File: src/rtl/instr_fetch_queue.sv
// -----------------------------------------------------------------------------
// instr_fetch_queue
//
// Instruction fetch stage between the program counter and decode. The PC drives
// a combinational instruction ROM directly. Each returned word is captured,
// tagged with the PC it came from, into a small circular FIFO. Decode sees the
// FIFO head through a valid/ready handshake. A taken branch or jump (redirect)
// flushes the FIFO and reloads the PC. Halt freezes fetching while the FIFO
// keeps draining.
//
// Ports
//   clk             rising-edge clock
//   reset           asynchronous, active-high reset
//   rom_addr        ROM address (the PC register itself)
//   rom_data        ROM read data, valid in the same cycle as rom_addr
//   redirect_valid  taken branch/jump: flush the FIFO, load redirect_pc
//   redirect_pc     new PC used when redirect_valid is high
//   halt            suppresses new fetches and freezes the PC
//   instr           instruction at the FIFO head
//   instr_pc        PC of the instruction at the FIFO head
//   instr_valid     FIFO non-empty
//   instr_ready     decode accepts the head this cycle
// -----------------------------------------------------------------------------
module instr_fetch_queue #(
  parameter int                ADDR_W   = 16,
  parameter int                DATA_W   = 16,
  parameter logic [ADDR_W-1:0] RESET_PC = '0,
  parameter int                DEPTH    = 2
) (
  input  logic              clk,
  input  logic              reset,
  output logic [ADDR_W-1:0] rom_addr,
  input  logic [DATA_W-1:0] rom_data,
  input  logic              redirect_valid,
  input  logic [ADDR_W-1:0] redirect_pc,
  input  logic              halt,
  output logic [DATA_W-1:0] instr,
  output logic [ADDR_W-1:0] instr_pc,
  output logic              instr_valid,
  input  logic              instr_ready
);

  localparam int PTR_W = (DEPTH > 1) ? $clog2(DEPTH) : 1;
  localparam int CNT_W = $clog2(DEPTH + 1);
  localparam logic [CNT_W-1:0] FULL_CNT = CNT_W'(DEPTH);

  logic [ADDR_W-1:0] pc;
  logic [PTR_W-1:0]  wptr;
  logic [PTR_W-1:0]  rptr;
  logic [CNT_W-1:0]  count;
  logic [ADDR_W-1:0] pc_mem   [DEPTH];
  logic [DATA_W-1:0] data_mem [DEPTH];

  logic pop;
  logic room;
  logic push;

  // Handshake decisions come purely from registered state plus the inputs of
  // this cycle; instr_ready only influences what happens at the next edge.
  always_comb begin
    pop  = instr_valid & instr_ready;
    // A pop frees a slot in the same cycle, so a full FIFO can still accept.
    room = (count < FULL_CNT) | pop;
    push = ~redirect_valid & ~halt & room;
  end

  always_ff @(posedge clk or posedge reset) begin
    if (reset) begin
      pc    <= RESET_PC;
      wptr  <= '0;
      rptr  <= '0;
      count <= '0;
      for (int i = 0; i < DEPTH; i++) begin
        pc_mem[i]   <= '0;
        data_mem[i] <= '0;
      end
    end else if (redirect_valid) begin
      // Flush: any pop in this cycle is discarded along with the queue.
      pc    <= redirect_pc;
      wptr  <= '0;
      rptr  <= '0;
      count <= '0;
    end else begin
      if (push) begin
        pc_mem[wptr]   <= pc;
        data_mem[wptr] <= rom_data;
        wptr           <= wptr + PTR_W'(1);
        // Word-addressed PC, wraps naturally at the top of the address space.
        pc             <= pc + ADDR_W'(1);
      end
      if (pop) begin
        rptr <= rptr + PTR_W'(1);
      end
      // Simultaneous push and pop leave the occupancy unchanged, even when full.
      case ({push, pop})
        2'b10:   count <= count + CNT_W'(1);
        2'b01:   count <= count - CNT_W'(1);
        default: count <= count;
      endcase
    end
  end

  assign rom_addr    = pc;
  assign instr       = data_mem[rptr];
  assign instr_pc    = pc_mem[rptr];
  assign instr_valid = (count != '0);

endmodule

File: config.mk
export PLATFORM = sky130hd
export DESIGN_NAME = instr_fetch_queue
export DESIGN_NICKNAME = d
export VERILOG_FILES = /design/src/rtl/instr_fetch_queue.sv
export SDC_FILE = /design/constraint.sdc
export NUM_CORES = 1
export LEC_CHECK = 0
export CAP_MARGIN = 20
export CORE_ASPECT_RATIO = 1.2
export CORE_UTILIZATION = 40
export DETAILED_ROUTE_END_ITERATION = 10
export DONT_BUFFER_PORTS = 1
export MAX_ROUTING_LAYER = met4
export PLACE_DENSITY = 0.64
export SETUP_SLACK_MARGIN = 0.5
export SYNTH_ARGS = -nofsm -noshare
export SYNTH_HDL_FRONTEND = slang
export SYNTH_SLANG_ARGS = --single-unit
export TNS_END_PERCENT = 30
File: constraint.sdc
create_clock -name clk -period 4.1 [get_ports clk]
set_input_delay 1.025 -clock clk [delete_from_list [all_inputs] [get_ports clk]]
set_output_delay 1.025 -clock clk [all_outputs]
set_load 0.05 [all_outputs]
### Word level (Yosys, flattened, before mapping)

Index checks and enable logic that the tools add are counted.

* bits in registers: 84
* output and inout port bits: 49
* word-level logic and storage cells: 51

* $add $sub $neg: 5
* magnitude comparators: 4
* eq/ne operators: 2
* muxes and demuxes: 18
* bitwise operators: 8
* reduce and logical (&&, ||, !) cells: 6

Operator list (number)
* $mux 16: 9
* $bwmux 32: 2
* $add 16x1->16 const B: 1
* $demux 16 s1: 1
* $reduce_bool 2->1: 3
* $ge 2x2->1 const B: 2
* $mux 1: 4
* $not 1->2: 2
* $pmux 2 s2: 1
* $and 1x1->1: 3
* $reduce_bool 3->1: 1
* $add 1x1->1 const B: 2
* $add 2x1->2 const B: 1
* $eq 2x1->1 const B: 1
* $eq 2x2->1 const B: 1
* $lt 2x1->1 const B: 1
* $lt 2x2->1 const B: 1
* $mux 2: 1
* $not 1->1: 2
* $reduce_and 2->1: 1
* $sub 2x1->2 const B: 1
* $logic_and 1x1->1: 1
* $or 1x1->1: 1

### Depth between registers and ports, before layout

Gate-level depths: netlist of the first run.

* depth in word-level cells: 7
* gate-level depth with buffers: 6

### Worst setup path before layout of the first run

No wires, ideal clock.

* path kind: input to register
* start: in halt
* end: reg data_mem[25] (netlist bit)
* library setup time: 0.125 ns
* data arrival time: 2.364 ns
* path slack: 1.611 ns
* cell stages on the path: 5
* buffers on the path: 2
* cells stage by stage: clkbuf_1 -> or3_1 -> nor2_1 -> buf_2 -> mux2_2

* longest elaborated chain between the ends: 4

Ends and longest elaborated chain
* from (decl): RTL line 36 `input logic halt,`
* $not 1->1: RTL line 64 `push = ~redirect_valid & ~halt & room;`
* $and 1x1->1 (2 in a row): RTL line 64
* $reduce_and 2->1 (no line)
* to (signal, indexed assignment): RTL line 86 `data_mem[wptr] <= rom_data;`
* to (decl): RTL line 52 `logic [DATA_W-1:0] data_mem [DEPTH];`

Every way passes these cells.
A chain may end at the register's enable or synchronous reset.

### Final worst setup path of the first run

* start: in instr_ready
* end: reg data_mem[6] (netlist bit)

* longest elaborated chain between the ends: 4

Ends and longest elaborated chain
* from (decl): RTL line 40 `input logic instr_ready`
* $and 1x1->1: RTL line 61 `pop = instr_valid & instr_ready;`
* $or 1x1->1: RTL line 63 `room = (count < FULL_CNT) | pop;`
* $and 1x1->1: RTL line 64
* $reduce_and 2->1 (no line)

Every way passes these cells.

==> results of run 1 <==
[where the power goes]
part | leakage (nW) | total, mW | internal (mW) | switching (mW)
clock | 0.141 | 0.764 | 0.455 | 0.309
combinational | 0.601 | 0.775 | 0.267 | 0.508
sequential | 1.01 | 1.24 | 1.04 | 0.203
total | 1.75 | 2.78 | 1.76 | 1.02
[layer usage]
metal  GRT usage [%]  vias up  share of wire, %
met2            27.5       66                49
met3            5.90       11               6.3
li1                -     1095                 -
met1            21.8     1199                43
met5               -        -                 0
met4            6.67        0               1.5
[cells in the final DEF, fill, tap and decap left out, types with 3 or more instances in the layout]
cell       instances
o211ai_1           3
clkbuf_8           3
mux2_1             4
xnor2_1            8
nor4_1             3
nand2_1           21
nor2_1            13
a31oi_1            4
clkbuf_16          9
nand3_1            7
mux2_2            92
o21ai_0            9
dfrtp_1           83
or3_1              3
clkinv_2           3
or4_1              4
[final cells by class]
class	instances	share of cell area, %
Clock buffer	13	6.21
Clock inverter	2	0.230
Timing Repair Buffer	3	0.978
Inverter	3	0.288
Sequential cell	84	48.4
Tap cell	123	3.54
Multi-Input combinational cell	202	40.4
[sequential cells by signal (all words and copies together) (netlist names)]
| register | cells |
|---|---|
| count | 2 |
| data_mem | 32 |
| pc_mem | 32 |
| rom_addr | 16 |
| rptr | 1 |
| wptr | 1 |
[worst paths after layout]
kind / start / endpoint / slack, ns / cells after the start
max reg2reg: count[1] / data_mem[6] / 1.43 / 4
max: instr_ready / data_mem[6] / 1.23 / 4
min: reset / data_mem[29] / 0.46 / 1
min in group clk: pc_mem[17] / pc_mem[17] / 0.48 / 1
max in group asynchronous: reset / rptr / 2.80 / 2
min reg2reg: pc_mem[17] / pc_mem[17] / 0.48 / 1
[cell usage after synthesis (3+ instances only)]
library cell	count	area (um^2)
xnor2_1	8	70.1
nand3_1	8	40.0
o21ai_0	9	45.0
buf_2	8	40.0
clkbuf_1	11	41.3
nand2_1	21	78.8
o211ai_1	3	22.5
mux2_2	92	1040
a31oi_1	4	25.0
or3_1	3	18.8
or4_1	4	30.0
nor4_1	3	18.8
inv_1	3	11.3
nor2_1	14	52.6
dfrtp_1	84	2100
mux2_1	4	45.0
[kinds of logic (layout without fill, tap and decap cells)]
group | count (synthesis) | count (layout) | share of synthesized area [%]
AOI/OAI and AO/OA | 25 | 25 | 4.13
and+or+nand+nor | 70 | 70 | 10.1
xor gates and xnor gates | 9 | 9 | 2.00
DFF | 84 | 84 | 53.4
adders and majority gates | 1 | 1 | 0.318
buffers and inverters | 22 | 21 | 2.35
muxes | 97 | 97 | 27.7
[worst max-delay path, stage by stage]
cell	delay (ns)
nor2b_1	0.72
nor2_2	0.21
nand3_2	0.68
mux2_2	0.42
[stage by stage]
stage               total power, mW  hold WS, ns  cells  instance area (um^2)  setup WS, ns
global route                   2.91        0.451    430                  4350          1.01
floorplan                      1.94        0.454    308                  3940         0.910
detailed placement             2.04        0.475    414                  4040         0.874
finish                         2.78        0.455    430                  4350          1.23
global placement               2.01        0.464    414                  4040         0.959
CTS                            2.81        0.449    429                  4320          1.21
==> impl_metrics.env, run 1 <==
export IMPL_drtIter0Drc=49
export IMPL_grt_pass1_vias=2471
export IMPL_post_cts_buffers=0
export IMPL_critPathKind="in2reg"
export IMPL_status="completed"
export IMPL_grt_pass1_wl_um=13500
export IMPL_timing_final_crit_share_pct=70.0
export IMPL_synth_warnings=0
export IMPL_finalCriticalPeriod_ns=2.87
export IMPL_async_flop_share_pct=100
export IMPL_syn2layout_area_growth_pct=10.4
export IMPL_hold_viol_final=0
export IMPL_endpoint_kind="register"
export IMPL_grt_max_degree=48
export IMPL_arrival_ns=3.08
export IMPL_hold_path_class="in2async"
export IMPL_dr_total_vias=2371
export IMPL_route_final_wire_length_um=8200
export IMPL_postCtsHoldBufs=0
export IMPL_tightest_slew_ns=0.964
export IMPL_cts_buffers=9
export IMPL_fmax_mhz=348
export IMPL_synth_cells=308
export IMPL_cts_root_buf="clkbuf_16"
export IMPL_clock_skew_ns=0.00503
export IMPL_fp_dieH_um=111
export IMPL_setup_viol=0
export IMPL_die_x_um=92.6
export IMPL_syn_area_um2=3940
export IMPL_io_pins=86
export IMPL_cts_resized=0
export IMPL_via_per_inst=5.51
export IMPL_fin_util_pct=45.5
export IMPL_start_kind="primary input"
export IMPL_ys_ff_latch=84
export IMPL_antenna_cells=0
export IMPL_multi_input_area_um2=1760
export IMPL_htree_levels=3
export IMPL_port_buffers=0
export IMPL_p_leak_nw=1.75
export IMPL_drv_slew=0
export IMPL_synth_flop_cell="dfrtp_1"
export IMPL_rsz0062_at_grt="no"
export IMPL_syn_avg_cell_area_um2=12.8
export IMPL_cts_tree="done"
export IMPL_peakVddDrop_v=0.000244
export IMPL_wl_per_cell_um=19.1
export IMPL_firstDrtPassIters=4
export IMPL_clkLatencyLatePin_ns=0.33
export IMPL_start_util_pct=41.2
export IMPL_path_clk_slew_ns=0.06
export IMPL_antenna_found_initial=0
export IMPL_power_density_nw_per_um2=639
export IMPL_finalNetCount=341
export IMPL_gp_congestion=0.769
export IMPL_seq_area_frac_synth_pct=53.4
export IMPL_dp_hpwl_um=5280
export IMPL_cts_max_path_buffers=2
export IMPL_core_area_um2=9560
export IMPL_grt_total_usage_pct=17.8
export IMPL_fillers=901
export IMPL_yosysUniqueCellTypes=41
export IMPL_clkSinkCount=84
export IMPL_relSlewSlack_pct=35.6
export IMPL_worstPathRequired_ns=4.31
export IMPL_drive_above_1_share_pct=38.8
export IMPL_synth_edf_count=0
export IMPL_ant_nets=0
export IMPL_synthesis_nets=346
export IMPL_std_cell_rows=39
export IMPL_seqCellArea_um2=2100
export IMPL_cp_max_fo=32
export IMPL_grt_ovfl_total=0
export IMPL_fin_setup_tns_ns=0
export IMPL_die_area_um2=10200
export IMPL_drc=0
export IMPL_cap_violations=0
(Power assumes the default switching activity.)
==> run 2, diff against run 1 <==
- PLACE_DENSITY: 0.64 -> 0.66
- clock period: 4.1 -> 2.4 ns (I/O delays scaled with it)
==> run 2 against run 1 <==
Register-to-register slack worse by 0.91 ns. Sequential power up 62%. Routed wire length up 3.9%. Clock skew up 0.0015 ns. Critical path depth down 2. Count of clock-buffer cells in the layout down 2. Worst hold slack worse by 0.30 ns. Non-clock buffer count up 21. Via count up 5.6%. Global-route usage up 0.45 points.
==> impl_metrics.env, run 2 (same netlist as run 1, synthesis figures left out) <==
export IMPL_hold_slack_ns=0.151
export IMPL_cp_top_family="flip-flops"
export IMPL_route_final_wire_length_um=8520
export IMPL_cap_violations=0
export IMPL_drv_slew=0
export IMPL_hold_viol_final=0
export IMPL_crit_chain="buf_6 -> mux2_4"
export IMPL_top_usage_layer="met2"
export IMPL_r2r_end="data_mem[17]"
export IMPL_clkLatencyLatePin_ns=0.33
export IMPL_rr_startpoint="count[1]"
export IMPL_crit_buf_inv=1
export IMPL_tightest_slew_ns=0.675
export IMPL_die_area_um2=10200
export IMPL_path_clk_slew_ns=0.06
export IMPL_grt_total_usage_pct=18.3
export IMPL_start_util_pct=41.2
export IMPL_worstPathRequired_ns=1.80
export IMPL_status="completed"
export IMPL_antenna_found_initial=0
export IMPL_antenna_cells=0
export IMPL_use_met2_pct=29.3
export IMPL_final_cell_mix="82 x dfrtp_1, 60 x mux2_2, 32 x mux2_4"
export IMPL_drc=0
export IMPL_met1_usage_pct=22.2
export IMPL_postCtsHoldBufs=0
export IMPL_start_kind="register"
export IMPL_dp_hpwl_um=5900
export IMPL_peakVddDrop_v=0.000512
export IMPL_p_leak_nw=1.97
export IMPL_clkSinkCount=84
export IMPL_fp_dieH_um=111
export IMPL_fin_setup_tns_ns=0
export IMPL_hold_path_class="in2async"
export IMPL_relSlewSlack_pct=55.0
export IMPL_drive_above_1_share_pct=44.4
export IMPL_p_total_mw=5.02
export IMPL_slowest_delay_ns=0.44
export IMPL_grt_pass1_vias=2654
export IMPL_io_pins=86
export IMPL_grt_max_degree=35
export IMPL_use_met3_pct=5.42
export IMPL_clock_skew_ns=0.00655
export IMPL_grt_pass1_wl_um=13900
export IMPL_die_x_um=92.6
export IMPL_endpoint_kind="output pin"
export IMPL_r2r_cells=5
export IMPL_wl_per_cell_um=18.9
export IMPL_gp_congestion=0.778
export IMPL_cp_depth=2
export IMPL_place_area_um2=4230
export IMPL_drtIter0Drc=51
export IMPL_timing_final_crit_share_pct=83.3
export IMPL_cts_max_path_buffers=2
export IMPL_dpl_cell_count=435
export IMPL_rsz0062_at_grt="yes"
export IMPL_layout_commonest_cell="dfrtp_1"
export IMPL_critPathLaunch="rptr"
export IMPL_setup_viol=0
export IMPL_stdcell_count=452
export IMPL_std_cell_rows=39
export IMPL_htree_levels=3
export IMPL_cp_slowest_cell="dfrtp_2"
export IMPL_endpoint="instr_pc[9]"
export IMPL_port_buffers=0
export IMPL_cp_max_fo=10
export IMPL_firstDrtPassIters=4
export IMPL_ant_nets=0
export IMPL_fmax_mhz=500
export IMPL_finalCriticalPeriod_ns=2.00
export IMPL_critPathKind="reg2out"
export IMPL_design_area_um2=4720
export IMPL_dr_total_vias=2503
export IMPL_cts_tree="done"
export IMPL_grt_ovfl_total=0
export IMPL_via_per_inst=5.54
export IMPL_cts_root_buf="clkbuf_16"
export IMPL_arrival_ns=1.40
export IMPL_syn2layout_area_growth_pct=19.8
export IMPL_cts_buffers=9
export IMPL_power_density_nw_per_um2=1070
export IMPL_core_area_um2=9560
export IMPL_finalNetCount=362
export IMPL_r2r_slack_ns=0.52
[run 2: cell types whose count changed in the layout (fill, tap and decap cells not counted), moves of 2 or more]
| cell | change |
|---|---|
| clkbuf_8 | -3 |
| buf_4 | +17 |
| or4_4 | +2 |
| or4_1 | -2 |
| clkinvlp_4 | +4 |
| mux2_4 | +32 |
| mux2_2 | -32 |
| clkinv_2 | -3 |
| buf_12 | +3 |
[run 2: how the worst min path moves through the flow]
| stage | to | depth (start not counted) | from |
|---|---|---|---|
| CTS | pc_mem[17] | 1 | reset |
| detailed placement | data_mem[29] | 1 | data_mem[29] |
| finish | pc_mem[17] | 1 | reset |
| global placement | data_mem[29] | 1 | data_mem[29] |
| floorplan | data_mem[28] | 1 | data_mem[28] |
| global route | pc_mem[17] | 1 | reset |
[run 2: layout make-up]
class	count	area, um^2
Fill cell	859	4850
Clock inverter	5	61.3
Timing Repair Buffer	24	239
Clock buffer	11	233
Tap cell	123	154
Multi-Input combinational cell	202	1910
Sequential cell	84	2100
Inverter	3	15.0
[run 2: power breakdown]
group          internal (mW)  switching (mW)
clock network          0.810           0.557
registers               1.78           0.233
logic                  0.620            1.03
[run 2: repair_timing]
item / CTS / global route
gates resized for setup: 35 / 10
cloned: 0 / 1
pin swaps: 0 / 2
buffers inserted: 0 / 0
endpoints found under the setup margin: 80 / 89
[run 2: stage by stage]
step	utilization (%)	worst slack, ns
2_1_floorplan	-	0.336
3_3_place_gp	44.2	0.395
3_5_place_dp	44.2	0.350
4_1_cts	48.6	0.377
5_1_grt	49.3	0.361
6_report	49.3	0.400
[run 2: layer usage]
metal  routed length, um  share of wire (%)
met1                3660                 43
met2                4200                 49
met3                 547                6.4
met4                 122                1.4
met5                   0                  0
